**src/rtl/i2c_sys_pkg.sv**
```systemverilog
// Shared types and constants for the I2C system slice.
// Wishbone widths, core register map and arbiter state encoding.
package i2c_sys_pkg;

  localparam int WB_ADDR_W = 3;
  localparam int WB_DATA_W = 8;

  localparam logic [WB_ADDR_W-1:0] ADDR_PRER_LO = 3'd0;
  localparam logic [WB_ADDR_W-1:0] ADDR_PRER_HI = 3'd1;
  localparam logic [WB_ADDR_W-1:0] ADDR_CTR     = 3'd2;
  localparam logic [WB_ADDR_W-1:0] ADDR_TXR_RXR = 3'd3;
  localparam logic [WB_ADDR_W-1:0] ADDR_CR_SR   = 3'd4;

  typedef enum logic [1:0] {
    IDLE    = 2'd0,
    OWNED   = 2'd1,
    RELEASE = 2'd2
  } arb_state_e;

endpackage

```
**src/rtl/rr_pick.sv**
```systemverilog
// Round-robin picker: first pending index after last_i, modulo NREQ.
// Output is one-hot, or zero when nothing is pending.
module rr_pick #(
  parameter int NREQ = 2,
  parameter int LW   = 1
) (
  input  logic [NREQ-1:0] pend_i,
  input  logic [LW-1:0]   last_i,
  output logic [NREQ-1:0] pick_o
);

  logic          found;
  logic [LW-1:0] idx;

  always_comb begin
    pick_o = '0;
    found  = 1'b0;
    idx    = '0;
    for (int k = 1; k <= NREQ; k++) begin
      idx = LW'((int'(last_i) + k) % NREQ);
      if (!found && pend_i[idx]) begin
        pick_o[idx] = 1'b1;
        found       = 1'b1;
      end
    end
  end

endmodule

```
**src/rtl/i2c_wb_arbiter.sv**
```systemverilog
// Transaction-level Wishbone arbiter in front of the I2C master core.
// Owner keeps the port across accesses via lock; idle watchdog frees it.
module i2c_wb_arbiter
  import i2c_sys_pkg::*;
#(
  parameter int NREQ    = 2,
  parameter int TIMEOUT = 255
) (
  input  logic                      clk,
  input  logic                      rst,
  input  logic [NREQ-1:0]           req_cyc,
  input  logic [NREQ-1:0]           req_stb,
  input  logic [NREQ-1:0]           req_we,
  input  logic [WB_ADDR_W*NREQ-1:0] req_addr,
  input  logic [WB_DATA_W*NREQ-1:0] req_wdat,
  input  logic [NREQ-1:0]           req_lock,
  output logic [NREQ-1:0]           req_ack,
  output logic [WB_DATA_W*NREQ-1:0] req_rdat,
  output logic [NREQ-1:0]           req_inta,
  output logic [WB_ADDR_W-1:0]      m_addr,
  output logic [WB_DATA_W-1:0]      m_dat_o,
  output logic                      m_we,
  output logic                      m_stb,
  output logic                      m_cyc,
  input  logic [WB_DATA_W-1:0]      m_dat_i,
  input  logic                      m_ack,
  input  logic                      m_inta,
  output logic [NREQ-1:0]           grant,
  output logic                      busy,
  output logic                      timeout_err
);

  localparam int LW = (NREQ > 2) ? 2 : 1;

  arb_state_e      state_q, state_d;
  logic [NREQ-1:0] grant_q, grant_d;
  logic [NREQ-1:0] stale_q, stale_d;
  logic [LW-1:0]   last_q, last_d;
  logic [7:0]      cnt_q, cnt_d;
  logic            terr_q, terr_d;

  logic [NREQ-1:0] lock_eff;
  logic [NREQ-1:0] pend;
  logic [NREQ-1:0] pick;
  logic [LW-1:0]   own;
  logic            own_cyc;
  logic            own_lock;

  // A lock that timed out is ignored until its owner lets go of it.
  assign lock_eff = req_lock & ~stale_q;
  assign pend     = req_cyc | lock_eff;

  rr_pick #(
    .NREQ (NREQ),
    .LW   (LW)
  ) u_pick (
    .pend_i (pend),
    .last_i (last_q),
    .pick_o (pick)
  );

  always_comb begin
    own      = '0;
    own_cyc  = 1'b0;
    own_lock = 1'b0;
    for (int i = 0; i < NREQ; i++) begin
      if (grant_q[i]) begin
        own      = LW'(i);
        own_cyc  = req_cyc[i];
        own_lock = lock_eff[i];
      end
    end
  end

  always_comb begin
    state_d = state_q;
    grant_d = grant_q;
    last_d  = last_q;
    cnt_d   = cnt_q;
    terr_d  = 1'b0;
    stale_d = stale_q & req_lock;
    unique case (state_q)
      IDLE: begin
        cnt_d = '0;
        if (|pend) begin
          grant_d = pick;
          state_d = OWNED;
        end
      end
      OWNED: begin
        if (own_cyc) begin
          cnt_d = '0;
        end else if (!own_lock) begin
          last_d  = own;
          grant_d = '0;
          cnt_d   = '0;
          state_d = RELEASE;
        end else begin
          if (cnt_q != 8'hFF) cnt_d = cnt_q + 8'd1;
          if (cnt_d >= 8'(TIMEOUT)) begin
            terr_d  = 1'b1;
            last_d  = own;
            stale_d = stale_d | grant_q;
            grant_d = '0;
            cnt_d   = '0;
            state_d = RELEASE;
          end
        end
      end
      RELEASE: begin
        state_d = IDLE;
      end
      default: begin
        grant_d = '0;
        state_d = IDLE;
      end
    endcase
  end

  always_ff @(posedge clk or posedge rst) begin
    if (rst) begin
      state_q <= IDLE;
      grant_q <= '0;
      stale_q <= '0;
      last_q  <= LW'(NREQ - 1);
      cnt_q   <= '0;
      terr_q  <= 1'b0;
    end else begin
      state_q <= state_d;
      grant_q <= grant_d;
      stale_q <= stale_d;
      last_q  <= last_d;
      cnt_q   <= cnt_d;
      terr_q  <= terr_d;
    end
  end

  always_comb begin
    m_cyc    = 1'b0;
    m_stb    = 1'b0;
    m_we     = 1'b0;
    m_addr   = '0;
    m_dat_o  = '0;
    req_ack  = '0;
    req_rdat = '0;
    req_inta = '0;
    for (int i = 0; i < NREQ; i++) begin
      if (grant_q[i]) begin
        m_cyc = req_cyc[i];
        m_stb = req_stb[i] & req_cyc[i];
        if (req_cyc[i]) begin
          m_we    = req_we[i];
          m_addr  = req_addr[WB_ADDR_W*i +: WB_ADDR_W];
          m_dat_o = req_wdat[WB_DATA_W*i +: WB_DATA_W];
        end
        req_ack[i] = m_ack & req_cyc[i];
        req_rdat[WB_DATA_W*i +: WB_DATA_W] = m_dat_i;
        req_inta[i] = m_inta;
      end
    end
  end

  assign grant       = grant_q;
  assign busy        = |grant_q;
  assign timeout_err = terr_q;

endmodule

```
**config.mk**
```make
export PLATFORM = sky130hd
export DESIGN_NAME = i2c_wb_arbiter
export DESIGN_NICKNAME = d
export VERILOG_FILES = /design/src/rtl/i2c_sys_pkg.sv /design/src/rtl/rr_pick.sv /design/src/rtl/i2c_wb_arbiter.sv
export SDC_FILE = /design/constraint.sdc
export NUM_CORES = 1
export LEC_CHECK = 0
export ABC_AREA = 1
export BUFFER_PORTS_ARGS = -buffer_cell sky130_fd_sc_hd__buf_2
export CORE_MARGIN = 2
export CORE_UTILIZATION = 48
export CTS_CLUSTER_SIZE = 16
export DETAILED_ROUTE_END_ITERATION = 16
export HOLD_SLACK_MARGIN = 0.15
export PLACE_DENSITY = 0.86
export SETUP_SLACK_MARGIN = 0.1
export SLEW_MARGIN = 0
export SYNTH_ARGS = -nofsm -noshare
export SYNTH_HDL_FRONTEND = slang
export SYNTH_HIERARCHICAL = 1
export SYNTH_SLANG_ARGS = --single-unit
```
**constraint.sdc**
```tcl
create_clock -name clk -period 2.5 [get_ports clk]
set_input_delay 0.5 -clock clk [delete_from_list [all_inputs] [get_ports clk]]
set_output_delay 0.5 -clock clk [all_outputs]
set_load 0.02 [all_outputs]
```
# Word-level counts from Yosys, hierarchy flattened
# Cells that the tools add are included.
# totals
reg_bits	16
word_cells	108
memories	0
output_inout_bits	38
inputBits	42
romBits	0
ram_bits	0
latch_bits	0
# op_classes
n_div	0
n_addsub	3
n_shift	0
multipliers	0
n_mux	64
n_bitwise	12
n_eq_ne	7
magnitude_cmp	5
reduce_logical	11
# ops
cell	count
$mux W8	13
$mux W1	28
$mux W2	14
$pmux W8 S2	1
$mux W3	4
$add A8 B1 Y8 const B	1
$ge A8 B8 Y1 const B	1
$ne A8 B8 Y1 const B	1
$or A2 B2 Y2	3
$pmux W2 S3	1
$reduce_and A3 Y1	2
$and A1 B1 Y1	4
$and A2 B2 Y2	2
$lt A1 B2 Y1 const B	2
$ne A2 B2 Y1 const B	2
$pmux W2 S2	1
$reduce_and A4 Y1	1
$reduce_or A2 Y1	2
$logic_and A1 B1 Y1	3
$ne A3 B3 Y1 const B	1
$add A1 B1 Y1 const B	2
$demux W1 S1	2
$eq A2 B1 Y1 const B	1
$eq A2 B2 Y1 const B	1
7 further kinds	9

# Longest topological paths before layout
# logic_depth
ltp_word	12
depth_mapped	13
depth_no_buf	13

# Hierarchy
# The synthesis kept the hierarchy.
# modules_own_cells
mod	n_inst	cells_each	seq_area_each_um2	area_per_inst_um2
i2c_wb_arbiter	1	226	401.6	1387.6
rr_pick	1	5	0.0	20.0

# Worst setup path before layout
# OpenSTA, ideal clock, no wires.
# synth_timing
path_kind	register -> output
start	register grant_q[0], in the netlist grant[0]
end	output m_addr[0]
arrival_time_ns	1.244
n_path_buf	1
stages_incl_launch_ff	6
t_required_ns	2.000
path_slack_ns	0.756
path_cell_list	dfrtp_1 -> nand2_1 -> inv_1 -> clkbuf_1 -> nand3_1 -> nand2_1
# synth_via
elab_chain_cells	3
# synth_rtl
item	line_no	text
start, declared	i2c_wb_arbiter.sv:36	logic [NREQ-1:0] grant_q, grant_d;
start signal, assigned	i2c_wb_arbiter.sv:130	grant_q <= grant_d;
$mux W3 *	i2c_wb_arbiter.sv:148	if (grant_q[i]) begin
$mux W3	i2c_wb_arbiter.sv:151	if (req_cyc[i]) begin
$mux W3 *	i2c_wb_arbiter.sv:148	
end, declared	i2c_wb_arbiter.sv:20	output logic [WB_ADDR_W-1:0] m_addr,
# Every way passes the cells marked *; elsewhere a longest branch is shown, timed or not.

# Final worst setup path
# layout_timing
start	register grant_q[0], in the netlist grant[0]
end	output m_stb
# layout_via
elab_chain_cells	2
# layout_rtl
item	line_no	text
$mux W1 (2 in a row)	i2c_wb_arbiter.sv:148	
end, declared	i2c_wb_arbiter.sv:23	output logic m_stb,
# Every way passes these cells.

==> Flow_metrics.wiki <==
{| class="wikitable"
! Metric !! Value
|-
| Clock skew after layout || around 0.0012 ns
|-
| Die area || 0.00338 mm^2
|-
| Setup repair after global routing missed its margin || false
|-
| Sequential group share of total power || 0.283
|-
| Path type of the worst min-delay path || input pin to asynchronous set/reset pin
|-
| #FFs+latches synth || 16
|-
| Largest area contributor in the netlist || sky130_fd_sc_hd__dfrtp_1
|-
| All-Layer GR Usage || 0.225
|-
| Routing layer with the top usage in global route || met2
|-
| Share of synthesized area spent on multiplexers || 0
|-
| Slew of the pin with the lowest slew margin || between 0.5 and 0.6 ns
|-
| Estimated wirelength of the detail-placed design || 2930 um
|-
| Critical path class || flop to output pin
|-
| Core Rows || 19
|-
| Global-route wire length before repair || 5970 um
|-
| Mapped Cells || 231
|-
| Gate power share || 0.600
|-
| Worst rel slew slack || 0.607
|-
| Yosys warns || 6
|-
| Pleak || 1.27 nW
|-
| Number of max-cap violations || 0
|-
| Worst endpoint required time || 2.00 ns
|-
| Number of fill cells || 259
|-
| I/O pin count || 80
|-
| Proportion of power drawn by the clock network || 0.117
|-
| Switching power || 748 uW
|-
| Maximum number of pins on one net before global-route repair || 17
|-
| Endpoints failing hold || 0
|-
| Layout cell share with drive strength beyond 1 || 0.339
|-
| Iteration-0 DRC Markers || 51
|-
| FMAX || around 470 MHz
|-
| Total number of vias || 1,571
|-
| Post-Synth Adder-Cell Area || 0.00889
|-
| Area overhead of the layout relative to synthesis || 31.1%
|-
| Area of the core || ~0.0028 mm^2
|-
| Simple logic cell fraction of the synthesized area || 0.504
|-
| Via-to-Cell Ratio || roughly 4.6
|-
| Drt total wl || 3550 um
|-
| Dominant cells by area after synthesis || sky130_fd_sc_hd__dfrtp_1 (27%), sky130_fd_sc_hd__nand2_1 (22%), sky130_fd_sc_hd__nand3_1 (12%)
|-
| Clock Sinks || 16
|-
| Switching part of the total || 0.527
|-
| Post CTS Setup Buffer Count || 0
|-
| I/O Buffers || 79
|-
| Met2 track utilization from global routing || 0.403
|-
| Count of cells along the worst register-to-register path || 12
|-
| Number of antenna violations at the first check in global routing || 0
|-
| Die width || approximately 58 um
|-
| Met3 layer usage reported by global route || 0.0424
|-
| Total inserted antenna cells || 0
|-
| Internal portion of total power || 672 uW
|-
| H-tree Lvls || 1
|-
| CTS tree || done
|-
| Power per cell area || 770 mW/mm^2
|-
| Count of TritonRoute iterations in the first routing pass || 4
|-
| Register-to-Register Setup Slack || around 0.66 ns
|-
| Initial cell density of the core || 0.506
|-
| Post-Place Worst Slack || between 0.5 and 0.6 ns
|-
| Final count of pins violating max slew || 0
|-
| Cell variety after synth || 26
|-
| Net count reported at finish || ~350
|-
| Met1 Track Usage GR || 0.273
|-
| Final-report setup violation count || 0
|-
| Buffer type at the clock tree root || sky130_fd_sc_hd__clkbuf_4
|-
| Startpoint Class || flop
|-
| Synthesized area per cell || roughly 6.1 um^2
|-
| Post-synthesis instance area || 0.00141 mm^2
|-
| XOR/XNOR Fraction of Synth Area || 0.00622
|-
| Routability-driven placement congestion ratio || 0.849
|-
| Number of CTS-inserted buffers || 3
|-
| Final sum of negative setup slack || 0 ns
|-
| Area of combinational cells with multiple inputs || 811 um^2
|-
| Sequential cell area || 403 um^2
|-
| Per-cell routed wire length || around 11 um
|-
| Sequential share of the synthesized area || 0.285
|-
| Nets in the synthesized netlist || about 270
|-
| Antenna violation net count after detailed routing || 0
|-
| Sort of element at the end of the critical path || output pin
|-
| Capture point of the worst reg-to-reg path || cnt_q[6]
|-
| VDD IR-drop max || 0.642 mV
|-
| Die outline height || 58.2 um
|-
| Longest Clk Path Bufs || 2
|-
| DRC viols || 0
|-
| Worst reg2reg startpoint || cnt_q[0]
|-
| Period utilisation layout || 0.851
|-
| Area share of the largest cell type after synthesis || 0.267
|-
| Post-route minimum period || 2.13 ns
|-
| Gr ovfl total || 0
|-
| Main combinational cell family by area after synthesis || simple AND/OR/NAND/NOR gates
|-
| Fin worst setup slack || about 0.37 ns
|-
| Clock-pin slew on the worst setup and hold paths || 0.09 ns
|-
| Worst-path maximum fanout || 15
|-
| Vias in the first global route || about 1,500
|-
| Outcome || finished, final reports clean
|-
| Worst EP arrival || 1.63 ns
|-
| Clock latency at the later pin of the worst-skew pair || 0.28 ns
|-
| Synthesized-area fraction occupied by ao, oa, aoi and oai cells || 0.0569
|}
[Yosys cell counts]
cell,count
sky130_fd_sc_hd__nand2_1,84
sky130_fd_sc_hd__inv_1,40
sky130_fd_sc_hd__nand3_1,35
sky130_fd_sc_hd__dfrtp_1,15
sky130_fd_sc_hd__nor2_1,13
sky130_fd_sc_hd__o21ai_1,8
sky130_fd_sc_hd__clkbuf_1,6
sky130_fd_sc_hd__nand2_4,5
sky130_fd_sc_hd__o21ai_0,4
sky130_fd_sc_hd__nand2_2,3
sky130_fd_sc_hd__nor2_2,2
sky130_fd_sc_hd__nor2_4,2
sky130_fd_sc_hd__a21oi_1,1
sky130_fd_sc_hd__a31oi_1,1
sky130_fd_sc_hd__buf_4,1
sky130_fd_sc_hd__buf_6,1
sky130_fd_sc_hd__dfstp_2,1
sky130_fd_sc_hd__ha_1,1
sky130_fd_sc_hd__inv_2,1
sky130_fd_sc_hd__nand3_2,1
sky130_fd_sc_hd__nand3b_1,1
sky130_fd_sc_hd__nor2_8,1
sky130_fd_sc_hd__nor3_4,1
sky130_fd_sc_hd__o21ai_2,1
sky130_fd_sc_hd__or2_2,1
sky130_fd_sc_hd__xor2_1,1
[area by class of cell]
cell class | count | share of cell area
Clock buffer | 4 | 0.0197
Inverter | 41 | 0.0834
Multi-Input combinational cell | 166 | 0.439
Sequential cell | 16 | 0.218
Tap cell | 31 | 0.0210
Timing Repair Buffer | 80 | 0.218
[logic make-up (layout without fill, tap and decap cells)]
logic type	after synthesis	in the layout
xor gates and xnor gates	1	1
AOI/OAI and AO/OA	15	15
buffers and inverters	49	125
adders and majority gates	1	1
and+or+nand+nor	149	149
DFF	16	16
[metal layers]
layer	wire, um	vias up
li1	-	854
met1	1530	663
met2	1780	48
met3	205	6
met4	36	0
met5	0	-
[state kept, by name (all words and copies together) (netlist names)]
signal	flops
cnt_q	8
grant	2
stale_q	2
state_q	2
last_q	1
timeout_err	1
[worst max-delay path: stages, from the launching register on]
cell and delay, ns:
sky130_fd_sc_hd__dfrtp_2 0.54, sky130_fd_sc_hd__nand2_1 0.15, sky130_fd_sc_hd__inv_1 0.30, sky130_fd_sc_hd__nand3_1 0.11, sky130_fd_sc_hd__nand2_1 0.08, sky130_fd_sc_hd__buf_2 0.16
[metrics by stage]
stage / util / area (um^2) / cells / hold WS [ns] / total power [mW]
after CTS: 0.663 / 1840 / 338 / 0.277 / 1.43
after global routing: 0.664 / 1850 / 338 / 0.316 / 1.54
final: 0.664 / 1850 / 338 / 0.263 / 1.42
after floorplan: - / 1410 / 231 / 0.413 / 1.02
after detailed placement: 0.650 / 1810 / 334 / 0.473 / 1.26
after global placement: 0.650 / 1810 / 334 / 0.471 / 1.25
[power groups by stage]
stage	combinational [mW]	sequential [mW]	clock [mW]
2_1_floorplan	0.662	0.355	0
3_3_place_gp	0.845	0.402	0
3_5_place_dp	0.857	0.404	0
4_1_cts	0.861	0.400	0.171
5_1_grt	0.946	0.414	0.184
6_report	0.852	0.402	0.167
[placed cells by master, fill, tap and decap left out, types with 2 or more instances in the layout]
cell type                  instances
sky130_fd_sc_hd__buf_2            79
sky130_fd_sc_hd__clkbuf_4          3
sky130_fd_sc_hd__dfrtp_1          14
sky130_fd_sc_hd__inv_1            40
sky130_fd_sc_hd__nand2_1          84
sky130_fd_sc_hd__nand2_2           3
sky130_fd_sc_hd__nand2_4           5
sky130_fd_sc_hd__nand3_1          35
sky130_fd_sc_hd__nor2_1           13
sky130_fd_sc_hd__nor2_2            2
sky130_fd_sc_hd__nor2_4            2
sky130_fd_sc_hd__o21ai_0           4
sky130_fd_sc_hd__o21ai_1           8
[worst max-delay path by stage]
stage / startpoint / endpoint / cells past startpoint
CTS: grant[0] / m_stb / 5
finish: grant[0] / m_stb / 5
floorplan: grant[0] / m_addr[0] / 5
detailed placement: grant[0] / m_stb / 5
global route: grant[0] / m_dat_o[5] / 5
global placement: grant[0] / m_dat_o[0] / 5
[what timing repair did]
item / 4_1_cts / 5_1_grt
gates resized for setup: 0 / 1
endpoints found under the setup margin: 0 / 13
hold buffers: 0 / 0
Note: power is estimated with default switching activity, not from simulation.
